[config.mk]
export PLATFORM = sky130hd
export DESIGN_NAME = alu_req_issuer
export DESIGN_NICKNAME = d
export VERILOG_FILES = /design/src/rtl/alu_pkg.sv /design/src/rtl/alu_req_fifo.sv /design/src/rtl/alu_req_issuer.sv
export SDC_FILE = /design/constraint.sdc
export NUM_CORES = 1
export LEC_CHECK = 0
export CAP_MARGIN = 20
export CORE_UTILIZATION = 56
export DETAILED_ROUTE_END_ITERATION = 10
export PLACE_DENSITY = 0.8
export RECOVER_POWER = 50
export SYNTH_ARGS = -nofsm -noshare
export SYNTH_HDL_FRONTEND = slang
export SYNTH_HIERARCHICAL = 1
export SYNTH_SLANG_ARGS = --single-unit
export TNS_END_PERCENT = 100
[constraint.sdc]
create_clock -name clk -period 2.79 [get_ports clk]
set_input_delay 0.558 -clock clk [delete_from_list [all_inputs] [get_ports clk]]
set_output_delay 0.558 -clock clk [all_outputs]
set_load 0.005 [all_outputs]
[src/rtl/alu_pkg.sv]
// Shared types for the ALU request issuer: opcode encoding, request payload, FSM states.
package alu_pkg;

    localparam int OPCODE_W = 3;
    localparam int DATA_W   = 32;
    localparam int TAG_W    = 4;

    typedef enum logic [OPCODE_W-1:0] {
        OP_ADD = 3'b000,
        OP_SUB = 3'b001,
        OP_LT  = 3'b011
    } alu_op_e;

    typedef struct packed {
        logic [OPCODE_W-1:0] opcode;
        logic [DATA_W-1:0]   a;
        logic [DATA_W-1:0]   b;
        logic [TAG_W-1:0]    tag;
    } alu_req_t;

    localparam int REQ_W = $bits(alu_req_t);

    typedef enum logic [1:0] {
        ST_IDLE  = 2'b00,
        ST_DRIVE = 2'b01,
        ST_RESP  = 2'b10
    } issuer_state_e;

    function automatic logic op_is_legal(input logic [OPCODE_W-1:0] op);
        case (op)
            OP_ADD, OP_SUB, OP_LT: op_is_legal = 1'b1;
            default:               op_is_legal = 1'b0;
        endcase
    endfunction

endpackage

[src/rtl/alu_req_fifo.sv]
// In-order request FIFO; not_full is registered so it reads 0 throughout reset.
module alu_req_fifo #(
    parameter int DEPTH = 4,
    parameter int WIDTH = 71
) (
    input  logic             clk,
    input  logic             rst_n,
    input  logic             push,
    input  logic [WIDTH-1:0] push_data,
    input  logic             pop,
    output logic [WIDTH-1:0] pop_data,
    output logic             empty,
    output logic             not_full
);

    localparam int PTR_W = (DEPTH > 1) ? $clog2(DEPTH) : 1;
    localparam int CNT_W = PTR_W + 1;

    logic [WIDTH-1:0] mem_r [DEPTH];
    logic [PTR_W-1:0] wr_ptr_r;
    logic [PTR_W-1:0] rd_ptr_r;
    logic [CNT_W-1:0] count_r;
    logic [CNT_W-1:0] count_nxt_s;
    logic             not_full_r;
    logic             push_s;
    logic             pop_s;

    // A push is refused when full even if a pop happens in the same cycle.
    assign push_s = push && not_full_r;
    assign pop_s  = pop && (count_r != {CNT_W{1'b0}});

    // Occupancy after this cycle's push/pop.
    always_comb begin
        count_nxt_s = count_r;
        case ({push_s, pop_s})
            2'b10:   count_nxt_s = count_r + CNT_W'(1'b1);
            2'b01:   count_nxt_s = count_r - CNT_W'(1'b1);
            default: count_nxt_s = count_r;
        endcase
    end

    // Storage, wrapping pointers and occupancy state.
    always_ff @(posedge clk or negedge rst_n) begin
        if (!rst_n) begin
            for (int i = 0; i < DEPTH; i++) begin
                mem_r[i] <= {WIDTH{1'b0}};
            end
            wr_ptr_r   <= {PTR_W{1'b0}};
            rd_ptr_r   <= {PTR_W{1'b0}};
            count_r    <= {CNT_W{1'b0}};
            not_full_r <= 1'b0;
        end else begin
            if (push_s) begin
                mem_r[wr_ptr_r] <= push_data;
                wr_ptr_r        <= wr_ptr_r + PTR_W'(1'b1);
            end
            if (pop_s) begin
                rd_ptr_r <= rd_ptr_r + PTR_W'(1'b1);
            end
            count_r    <= count_nxt_s;
            not_full_r <= (count_nxt_s != CNT_W'(DEPTH));
        end
    end

    assign pop_data = mem_r[rd_ptr_r];
    assign empty    = (count_r == {CNT_W{1'b0}});
    assign not_full = not_full_r;

endmodule

[src/rtl/alu_req_issuer.sv]
// Queues ALU requests, drives an external combinational ALU and returns tagged responses.
// Optional build macro ALU_ISSUER_PERF_CNT_EN adds the 16-bit perf_count output.
module alu_req_issuer
    import alu_pkg::*;
#(
    parameter int DEPTH = 4
) (
    input  logic                clk,
    input  logic                rst_n,
    input  logic                req_valid,
    output logic                req_ready,
    input  logic [OPCODE_W-1:0] req_opcode,
    input  logic [DATA_W-1:0]   req_a,
    input  logic [DATA_W-1:0]   req_b,
    input  logic [TAG_W-1:0]    req_tag,
    output logic [DATA_W-1:0]   alu_a,
    output logic [DATA_W-1:0]   alu_b,
    output logic [OPCODE_W-1:0] alu_opcode,
    input  logic [DATA_W-1:0]   alu_result,
    output logic                rsp_valid,
    input  logic                rsp_ready,
    output logic [DATA_W-1:0]   rsp_result,
    output logic [TAG_W-1:0]    rsp_tag,
    output logic                rsp_err
`ifdef ALU_ISSUER_PERF_CNT_EN
    ,
    output logic [15:0]         perf_count
`endif
);

    issuer_state_e       state_r;
    issuer_state_e       state_nxt_s;
    alu_req_t            req_s;
    alu_req_t            head_s;
    logic                fifo_empty_s;
    logic                fifo_not_full_s;
    logic                push_s;
    logic                pop_s;

    logic [DATA_W-1:0]   alu_a_r;
    logic [DATA_W-1:0]   alu_b_r;
    logic [OPCODE_W-1:0] alu_opcode_r;
    logic [TAG_W-1:0]    alu_tag_r;
    logic                rsp_valid_r;
    logic [DATA_W-1:0]   rsp_result_r;
    logic [TAG_W-1:0]    rsp_tag_r;
    logic                rsp_err_r;

    assign req_s  = '{opcode: req_opcode, a: req_a, b: req_b, tag: req_tag};
    assign push_s = req_valid && fifo_not_full_s;

    alu_req_fifo #(
        .DEPTH (DEPTH),
        .WIDTH (REQ_W)
    ) u_fifo (
        .clk       (clk),
        .rst_n     (rst_n),
        .push      (push_s),
        .push_data (req_s),
        .pop       (pop_s),
        .pop_data  (head_s),
        .empty     (fifo_empty_s),
        .not_full  (fifo_not_full_s)
    );

    // Next state and FIFO pop; a RESP handshake chains straight into the next DRIVE.
    always_comb begin
        state_nxt_s = state_r;
        pop_s       = 1'b0;
        case (state_r)
            ST_IDLE: begin
                if (!fifo_empty_s) begin
                    pop_s       = 1'b1;
                    state_nxt_s = ST_DRIVE;
                end else begin
                    state_nxt_s = ST_IDLE;
                end
            end
            ST_DRIVE: begin
                state_nxt_s = ST_RESP;
            end
            ST_RESP: begin
                if (rsp_ready) begin
                    if (!fifo_empty_s) begin
                        pop_s       = 1'b1;
                        state_nxt_s = ST_DRIVE;
                    end else begin
                        state_nxt_s = ST_IDLE;
                    end
                end else begin
                    state_nxt_s = ST_RESP;
                end
            end
            default: begin
                state_nxt_s = ST_IDLE;
            end
        endcase
    end

    // State register.
    always_ff @(posedge clk or negedge rst_n) begin
        if (!rst_n) begin
            state_r <= ST_IDLE;
        end else begin
            state_r <= state_nxt_s;
        end
    end

    // ALU operand registers; they keep the last issued request while idle.
    always_ff @(posedge clk or negedge rst_n) begin
        if (!rst_n) begin
            alu_a_r      <= {DATA_W{1'b0}};
            alu_b_r      <= {DATA_W{1'b0}};
            alu_opcode_r <= {OPCODE_W{1'b0}};
            alu_tag_r    <= {TAG_W{1'b0}};
        end else if (pop_s) begin
            alu_a_r      <= head_s.a;
            alu_b_r      <= head_s.b;
            alu_opcode_r <= head_s.opcode;
            alu_tag_r    <= head_s.tag;
        end
    end

    // Response payload captured at the end of DRIVE; illegal opcodes report zero with err set.
    always_ff @(posedge clk or negedge rst_n) begin
        if (!rst_n) begin
            rsp_result_r <= {DATA_W{1'b0}};
            rsp_tag_r    <= {TAG_W{1'b0}};
            rsp_err_r    <= 1'b0;
        end else if (state_r == ST_DRIVE) begin
            rsp_tag_r <= alu_tag_r;
            if (op_is_legal(alu_opcode_r)) begin
                rsp_result_r <= alu_result;
                rsp_err_r    <= 1'b0;
            end else begin
                rsp_result_r <= {DATA_W{1'b0}};
                rsp_err_r    <= 1'b1;
            end
        end
    end

    // Registered response valid, mirrors the RESP state.
    always_ff @(posedge clk or negedge rst_n) begin
        if (!rst_n) begin
            rsp_valid_r <= 1'b0;
        end else begin
            rsp_valid_r <= (state_nxt_s == ST_RESP);
        end
    end

`ifdef ALU_ISSUER_PERF_CNT_EN
    logic [15:0] perf_count_r;

    // Completed-response counter, wraps naturally at 16 bits.
    always_ff @(posedge clk or negedge rst_n) begin
        if (!rst_n) begin
            perf_count_r <= 16'h0000;
        end else if (rsp_valid_r && rsp_ready) begin
            perf_count_r <= perf_count_r + 16'h0001;
        end
    end

    assign perf_count = perf_count_r;
`endif

    assign req_ready  = fifo_not_full_s;
    assign alu_a      = alu_a_r;
    assign alu_b      = alu_b_r;
    assign alu_opcode = alu_opcode_r;
    assign rsp_valid  = rsp_valid_r;
    assign rsp_result = rsp_result_r;
    assign rsp_tag    = rsp_tag_r;
    assign rsp_err    = rsp_err_r;

endmodule
==> flow_summary.toml <==
[grt]
grt.overflow.total = 0
grt_usage = 0.223
antenna_found_initial = 1
grt_pass1_wl_um = 57400
grt_pass1_vias = 10300
grt_max_degree = 75

[placement]
place_congestion = 0.741
place_inst = 1550
io_buffers = 212
pre_cts_ws_ps = -304
hpwl_um = 20800

[synth]
yosysSeqAreaShare = 0.570
yosysMostFrequentCell = "dfrtp_1"
synth_compound_area_frac = 0.0179
syn_nets = 1080
synthDominantCellAreaShare = 0.570
ys_seq_elements = 403
ys_types = 32
synth_top_family_by_area = "multiplexers"
synthMuxAreaShare = 0.357
synth_area_um2 = 17700
synth_top_flop_cell = "dfrtp_1"
synth.area.top_cells = "dfrtp_1 (57%), mux2_4 (15%), mux2_2 (12%)"
synth_area_leader_cell = "dfrtp_1"
synthAdderAreaFrac = 0.00466
synthSimpleGateAreaFrac = 0.00912
synth-edff-count = 0
synthXorXnorAreaFrac = 0.00247
syn_avg_cell_area_um2 = 18.3
synthTopCellsByCount = "dfrtp_1 (403), mux2_2 (181), mux2_4 (177), mux4_2 (71), buf_6 (41)"
ys_warn_count = 6
syn-instance-count = 967
synthArstFlopShare = 1.00

[power]
internal-power_mw = 20.0
pwr-share-comb = 0.417
power_density_nw_per_um2 = 1290
finalPower_mw = 27.6
p_clk_frac = 0.201
p_sw_mw = 7.61
power_frac_seq = 0.382
ir_drop_uv = 763
leakagePower_nw = 9.64
switching_share = 0.276

[drt]
ant_nets = 0
dr.pass1.iters = 9
wire_per_inst_um = 21.2
route.detailed.drc = 16
via_per_inst = 5.60
vias = 9110
initialDrtViolationCount = 477
drt_wl_total_um = 34400

[critical_path]
endpoint_kind = "flop"
r2r_end = "u_fifo/not_full"
crit_path_max_incr_delay_ps = 1130
r2r_slack_ps = 230
worstSetupStartpointType = "input pin"
path_cells = "clkdlybuf4s50_1 > nand2b_4 > buf_4 > nor3b_4 > buf_2 > mux2_1"
path_class = "in -> reg"
reg2reg_from = "u_fifo/count_r[0]"
worstPathMaxFanout = 40
r2r_cells = 9
slowest_stage = "buf_2"
crit_required_ps = 3190
cp_data_arrival_time_ps = 3030

[final_layout]
area_delta_synth_final_pct = 21.2
n_fill_cell = 1956
fin_nets = 1311
finalNonFillerCells = 1627
drive_gt1_frac = 0.431

[cts]
cts-root-buf = "clkbuf_16"
post_cts_resize_count = 0
cts_tree = "yes"
numClockSinks = 403
h-tree-depth = 2
numCtsBuffers = 42
clkTransAtPathRegs_ps = 60
clockBufferDepth = 3
postCtsSetupRepairBufs = 0
hold_buffers = 0
insertion_delay_ps = 520

[outcome]
status = "finished, violations left"
violations = "design-rule violations, max-capacitance violations, max-slew violations"

[timing]
slew_violations = 101
period_share = 0.942
rsz0062_at_grt = "false"
max_freq_mhz = 381
slew_headroom = -0.158
period_minus_slack_ps = 2630
skew_ps = 12.0
tightestPinTransition_ps = 1740
hold_viol_final = 0
tns_ps = 0
worst_slack_ps = 162
setup_viol = 0

[floorplanning]
pin_count = 213
die_w_um = 180
initial_core_util = 0.574
core-area_um2 = 30800
dieArea_um2 = 32300
rows = 64
die_h_um = 180

[run]
drv_cap = 2

[worst_hold_path]
hp-class = "in -> async"
sequential cells by signal (all words and copies together) (netlist names), 3 cells and up:
register        count
rsp_result         32
alu_b              32
u_fifo/count_r      3
alu_tag_r           4
u_fifo/mem_r      284
alu_a              32
rsp_tag             4
alu_opcode          3
worst max-delay path, delay by kind of cell:
family,cells,cell delay [ps]
buffers and inverters,3,1690
multiplexers,1,390
AND/OR/NAND/NOR,2,350
worst max path at each step:
stage / start / end / slack, ps / cells past startpoint
finish: rsp_ready / alu_a[17] / 160 / 6
global route: rsp_ready / alu_a[16] / 50 / 6
CTS: rsp_ready / u_fifo/not_full / 200 / 10
detailed placement: rsp_ready / u_fifo/not_full / -300 / 10
global placement: rsp_ready / u_fifo/not_full / -260 / 10
floorplan: rsp_ready / u_fifo/not_full / 230 / 9
cells in the final DEF (no fill, tap or decap), types with 3 or more instances in the layout:
cell type	n
dfrtp_1	401
clkdlybuf4s50_1	211
mux2_2	181
mux2_4	177
mux4_2	71
clkbuf_16	45
a22o_1	32
clkbuf_1	19
buf_12	14
clkbuf_8	13
buf_4	7
inv_1	6
clkinv_2	6
ha_1	5
clkbuf_2	4
o21ai_0	3
clkbuf_4	3
nand2_1	3
nand3_4	3
xnor2_1	3
power groups by stage:
stage / logic (mW) / clock network, mW / registers [mW]
after CTS: 11.7 / 5.72 / 10.5
after detailed placement: 11.6 / 0 / 10.6
after global placement: 11.3 / 0 / 10.4
after global routing: 12.3 / 5.96 / 10.9
final: 11.5 / 5.56 / 10.5
after floorplan: 8.98 / 0 / 10.0
routing by layer:
| metal | track usage | vias to the layer above | part of all wire |
|---|---|---|---|
| li1 | - | 4043 | - |
| met1 | 0.310 | 4829 | 0.44 |
| met2 | 0.357 | 187 | 0.49 |
| met3 | 0.0464 | 51 | 0.050 |
| met4 | 0.0641 | 0 | 0.020 |
| met5 | 0 | - | 0 |
cell type report:
type	instances	area (um^2)	share of cell area
repair buffers	248	2520	0.118
inverters	6	22.5	0.00105
well taps	396	495	0.0231
multi-input cells	497	6920	0.322
clock buffers	69	1350	0.0627
clock inverters	7	60.1	0.00280
flip-flops and latches	403	10100	0.470
diodes	1	2.50	0.000117
cells by family (layout without fill, tap and decap cells):
group | Yosys count | in the layout
DFF | 403 | 403
muxes | 432 | 432
buffers and inverters | 67 | 330
AOI/OAI and AO/OA | 38 | 38
adders and majority gates | 6 | 6
and+or+nand+nor | 16 | 16
xor gates and xnor gates | 5 | 5
other | 0 | 1
metrics by stage:
step                      cell area (um^2)  utilization  hold WS, ps
final                                21500        0.696          485
after global placement               20200        0.655          468
after CTS                            21600        0.700         12.5
after global routing                 21500        0.696          511
after detailed placement             20200        0.655          478
after floorplan                      17700            -          262
No activity file was read; power rests on OpenSTA's default activity.
==> RTL edit 1: new RTL, same settings <==
Change the package constant `DATA_W` from 32 to 48.
--- a/src/rtl/alu_pkg.sv
+++ b/src/rtl/alu_pkg.sv
@@ -2,7 +2,7 @@
 package alu_pkg;
 
     localparam int OPCODE_W = 3;
-    localparam int DATA_W   = 32;
+    localparam int DATA_W   = 48;
     localparam int TAG_W    = 4;
 
     typedef enum logic [OPCODE_W-1:0] {
Interface: changed (6 resized); port bits go from 213 to 309. The function was not compared with the original's and may differ.
==> RTL edit 1 against the unedited design <==
- worst setup slack improved by 0.20 ns
- fmax rose by 8.3%
- non-clock buffer count rose by 106
- design area rose by 39%
- total power rose by 36%
- sequential cell count rose by 176
- final cell count rose by 41%
- largest power group is now sequential cells
- synthesized cell count rose by 43%
- highest routed layer is now met5
- area after synthesis rose by 35%
- sequential share of layout area rose by 1.7 points
- wire length rose by 48%
==> RTL edit 1: results (changes against the unedited design) <==
Synth
  – Top post-synthesis cells by area: dfrtp_1, mux2_2, mux4_2, mux2_1, a22o_1
  – Sequential cell area fraction in the yosys report: 60.6% (+3.7 points)
  – Area fraction of the dominant cell type after synthesis: 60.6% (+3.7 points)
  – Netlist cell types: 29 (-9.4%)

STA
  – Setup Skew: 0.0109 ns (-0.00106 ns)
  – Relative max-transition margin: 9.99% (+26 points)

Clocking
  – Clk slew on worst S/H paths: 0.06 ns (about the same)
  – Worst-skew pair later-pin latency: 0.61 ns (+0.09 ns)
  – Cts bufs inserted: 58 (+38%)
  – Clock Tree Buf Depth: 3 (unchanged)

Global routing
  – All-Layer GR Usage: 24.4% (+2.1 points)
  – Largest net degree at the start of global routing: 71 (-5.3%)
  – Antenna violations before repair: 6 (+5)
  – First-pass GRT wire length: 82.5 mm (+44%)
  – Vias in the first global route: 14700 (+42%)

Cells and area
  – Filler Cell Count: 2758 (+41%)
  – Fin nets: 1865 (+42%)
  – Share of post-route cells with drive strength above 1: 40.3% (-2.8 points)
  – Max reg flops: 412 (+45%)

Route
  – Vias per cell: 5.76 (+2.8%)
  – WL final: 51.1 mm (+48%)
  – Drt drc: 0 (-16)
  – Starting DRC count in detailed routing: 616 (+29%)

Worst setup path
  – Critical path fanouts, max: 4 (-90%)
  – Delay-heaviest family, CP: simple AND/OR/NAND/NOR gates
  – CP peak stage delay: 0.40 ns (-0.73 ns)
  – CP arrival: 2.91 ns (-0.12 ns)
  – Slowest cell on crit path: dfrtp_1

Place
  – DP Area: 0.0279 mm^2 (+38%)
  – DPL Wire Length: 32.0 mm (+54%)
  – Buffers on Ports: 308 (+45%)
  – Final Wtd Congestion: 0.769 (+3.8%)
  – Pre-CTS WS: -0.259 ns (+0.0450 ns)

Hold path
  – Worst hold-check path type: register to register

Outcome
  – Status: complete, no violations

Power and ir drop
  – Leak: 12.7 nW (+31%)
  – Worst IR drop on VDD: 0.677 mV (-11%)

Job
  – Max cap viols: 0 (-2)
[RTL edit 1: changes by cell type in the layout (fill, tap and decap cells not counted), moves of 5 or more]
cell / delta
mux4_2: +32
clkbuf_2: +8
mux2_2: +280
bufinv_16: +5
clkdlybuf4s50_1: +96
mux2_1: +57
mux2_4: -177
clkbuf_16: +16
clkbuf_8: +5
dfrtp_1: +176
a22o_1: +16
[RTL edit 1: worst reg2reg max path, delay by kind of cell, from the launching register on]
kind / cells / cell delay [ns]
simple gates: 3 / 0.67
compound gates: 2 / 0.49
fa+ha+maj: 2 / 0.54
flops: 1 / 0.40
xor+xnor: 1 / 0.16
buf+inv: 1 / 0.06
[RTL edit 1: layer usage]
layer  wire length, um  GRT usage [%]  share of wire, %
met2             25600           40.4                50
met5                44              0             0.086
met3              2390           5.08               4.7
met4              1240           7.73               2.4
met1             21800           32.6                43
[RTL edit 1: final timing paths]
check	startpoint	endpoint	slack [ns]	depth (start not counted)
max	u_fifo/count_r[0]	u_fifo/not_full	0.36	9
min	alu_b[29]	alu_b[29]	0.48	1
max reg2reg	u_fifo/count_r[0]	u_fifo/not_full	0.36	9
min reg2reg	alu_b[29]	alu_b[29]	0.48	1
max in group asynchronous	rst_n	u_fifo/mem_r[283]	0.61	3
min in group asynchronous	rst_n	u_fifo/mem_r[346]	0.50	2
[RTL edit 1: final cells by class]
class	count	share of cell area, %
sequential	579	48.7
timing repair buffer	354	12.0
multi-input combinational	705	29.9
antenna	3	0.0252
tap	539	2.27
inverter	6	0.0757
clock inverter	19	0.887
clock buffer	87	6.06
[RTL edit 1: report_power, final]
group | switching [mW] | total [mW] | internal [mW]
Combinational | 5.25 | 14.3 | 9.08
Clock | 3.20 | 8.21 | 5.01
Sequential | 2.17 | 14.9 | 12.7
[RTL edit 1: timing repair]
item,in CTS,in global routing
hold endpoints to repair,50,0
setup buffers,0,0
hold buffers,1,0
[RTL edit 1: through the flow]
| stage | std cells | utilization [%] | setup TNS (ns) |
|---|---|---|---|
| 6_report | 2292 | 70.8 | 0 |
| 5_1_grt | 2291 | 70.8 | 0 |
| 2_1_floorplan | 1380 | - | 0 |
| 4_1_cts | 2289 | 71.3 | 0 |
| 3_3_place_gp | 2182 | 66.3 | -0.207 |
| 3_5_place_dp | 2182 | 66.3 | -0.259 |
[RTL edit 1: logic make-up (layout without fill, tap and decap cells)]
family / Yosys count / in the layout / share of synthesized area (%)
multiplexers: 624 / 624 / 34.3
flip-flops: 579 / 579 / 60.6
buffers and inverters: 96 / 466 / 2.27
AO/OA/AOI/OAI: 54 / 54 / 1.92
AND/OR/NAND/NOR: 16 / 16 / 0.408
adder cells (fa/ha/maj): 6 / 6 / 0.346
XOR/XNOR: 5 / 5 / 0.183
other: 0 / 3 / 0
==> RTL edit 2: new RTL, same flow settings <==
Without the edit above. Put one more register stage on the output `rsp_err`, with the module's reset. The value now appears one clock later. The other outputs are not delayed to match.
--- a/src/rtl/alu_req_issuer.sv
+++ b/src/rtl/alu_req_issuer.sv
@@ -170,6 +170,12 @@
     assign rsp_valid  = rsp_valid_r;
     assign rsp_result = rsp_result_r;
     assign rsp_tag    = rsp_tag_r;
-    assign rsp_err    = rsp_err_r;
+    always_ff @(posedge clk or negedge rst_n) begin
+        if (!rst_n) begin
+            rsp_err <= '0;
+        end else begin
+            rsp_err <= rsp_err_r;
+        end
+    end
 
 endmodule
Check against the original RTL: not equivalent (Yosys sat finds a counterexample within 10 cycles, from zero or initial values and one cycle with rst_n low).
==> RTL edit 2 against the unedited design <==
- the run still ends with design-rule violations, max-capacitance violations, max-slew violations left
- highest routed layer unchanged
- area after synthesis increased by 0.14%
- non-clock buffer count rose by 4
- core utilization increased by 0.40 points
- worst setup slack gained 0.081 ns
- critical endpoint is now u_fifo/mem_r[71]
- sequential power is essentially flat
- via count rose by 1.8%
- wire length grew 3.2%
- total power up 1.7%
- sequential cell count grew 1
- design area rose by 0.83%
==> RTL edit 2: results (changes against the unedited design) <==
Route
  – Vias: 9275 (+1.8%)
  – Drt drc: 18 (+2)
  – Starting DRC count in detailed routing: 446 (-6.5%)
  – DR pass1 iterations: 8 (-1)
  – WL final: 35.5 mm (+3.2%)
  – Mean routed wirelength per cell: 21.7 um (+2.7%)

Place
  – Pre-CTS WS: -0.256 ns (+0.0483 ns)
  – DP Area: 0.0203 mm^2 (+0.52%)
  – Final Wtd Congestion: 0.747 (+0.76%)
  – Dpl cells: 1555 (+0.32%)
  – DPL Wire Length: 22.5 mm (+8.3%)

Power and ir drop
  – Sw frac: 28.0% (+0.36 points)
  – Worst IR drop on VDD: 0.748 mV (-1.9%)
  – Leak: 9.72 nW (+0.90%)

Clocking
  – Cts bufs inserted: 44 (+4.8%)
  – Worst-skew pair later-pin latency: 0.54 ns (+0.02 ns)
  – Post-CTS sizing: 0 (unchanged)

Global routing
  – All-Layer GR Usage: 23.1% (+0.83 points)
  – Largest net degree at the start of global routing: 73 (-2.7%)
  – Vias in the first global route: 10500 (+1.4%)
  – First-pass GRT wire length: 59.0 mm (+2.9%)

Synth
  – Sequential cell area fraction in the yosys report: 57.0% (+0.061 points)
  – Syn nets: 1081 (+0.093%)
  – Top post-synthesis cells by area: dfrtp_1, mux2_4, mux2_2, mux4_2, buf_6
  – Yosys warns: 6 (unchanged)
  – Synthesized instance count: 968 (+0.10%)
  – Commonest cells in the netlist: dfrtp_1, mux2_2, mux2_4, mux4_2, buf_6
  – Area fraction of the dominant cell type after synthesis: 57.0% (+0.061 points)

Worst setup path
  – Critical path fanouts, max: 13 (-68%)

Cells and area
  – Fin nets: 1318 (+0.53%)
  – Filler Cell Count: 1977 (+1.1%)
  – Share of post-route cells with drive strength above 1: 43.5% (+0.45 points)

Hold path
  – Worst hold-check path type: register to register

STA
  – Relative max-transition margin: -21.3% (-5.6 points)
  – Slew Limit Fails: 106 (+5.0%)

Outcome
  – Failing checks: design-rule violations, max-capacitance violations, max-slew violations
  – Status: finished, violations left

Job
  – Max cap viols: 2 (unchanged)
[RTL edit 2: changes by cell type after synthesis]
cell	delta
dfrtp_1	+1
[RTL edit 2: layout make-up]
type | count | area, um^2 | share of cell area, %
timing repair buffer | 252 | 2660 | 12.3
multi-input combinational | 497 | 6900 | 31.9
tap | 396 | 495 | 2.29
clock buffer | 65 | 1280 | 5.92
antenna | 1 | 2.50 | 0.0116
inverter | 6 | 22.5 | 0.104
clock inverter | 14 | 159 | 0.734
sequential | 404 | 10100 | 46.8
[RTL edit 2: logic make-up (layout without fill, tap and decap cells)]
group / count (synthesis) / after routing / synth area share, %
AOI/OAI and AO/OA: 38 / 38 / 1.79
buffers and inverters: 67 / 337 / 3.89
muxes: 432 / 432 / 35.7
adders and majority gates: 6 / 6 / 0.466
and+or+nand+nor: 16 / 16 / 0.910
DFF: 404 / 404 / 57.0
xor gates and xnor gates: 5 / 5 / 0.247
other: 0 / 1 / 0
[RTL edit 2: worst paths after layout]
path,end,slack [ns],from,depth (start not counted)
setup / recovery,u_fifo/mem_r[71],0.24,req_valid,6
hold / removal,rsp_err,0.38,rsp_err_r,0
setup reg to reg,rsp_tag[1],0.33,state_r[1],3
hold reg to reg,rsp_err,0.38,rsp_err_r,0
max in group asynchronous,u_fifo/mem_r[174],0.57,rst_n,2
min in group asynchronous,alu_b[10],0.50,rst_n,1
[RTL edit 2: critical path, cell delays in order]
cell and delay [ns]:
dlygate4sd3_1 0.51, and2_0 0.15, buf_4 0.16, nand3_1 0.75
buf_4 0.52, mux2_4 0.31
[RTL edit 2: power groups by stage]
stage          registers (mW)  logic [mW]  clock network (mW)
2_1_floorplan            10.1        8.98                   0
3_3_place_gp             10.4        11.6                   0
3_5_place_dp             10.5        12.0                   0
4_1_cts                  10.5        12.0                5.87
5_1_grt                  10.9        12.6                6.14
6_report                 10.5        11.8                5.72
[RTL edit 2: routing by layer]
metal / part of all wire [%] / vias to the layer above / track usage, %
li1: - / 4072 / -
met1: 43 / 4932 / 30.4
met2: 50 / 208 / 39.4
met3: 4.9 / 63 / 4.21
met4: 2.4 / 0 / 6.69
met5: 0 / - / 0
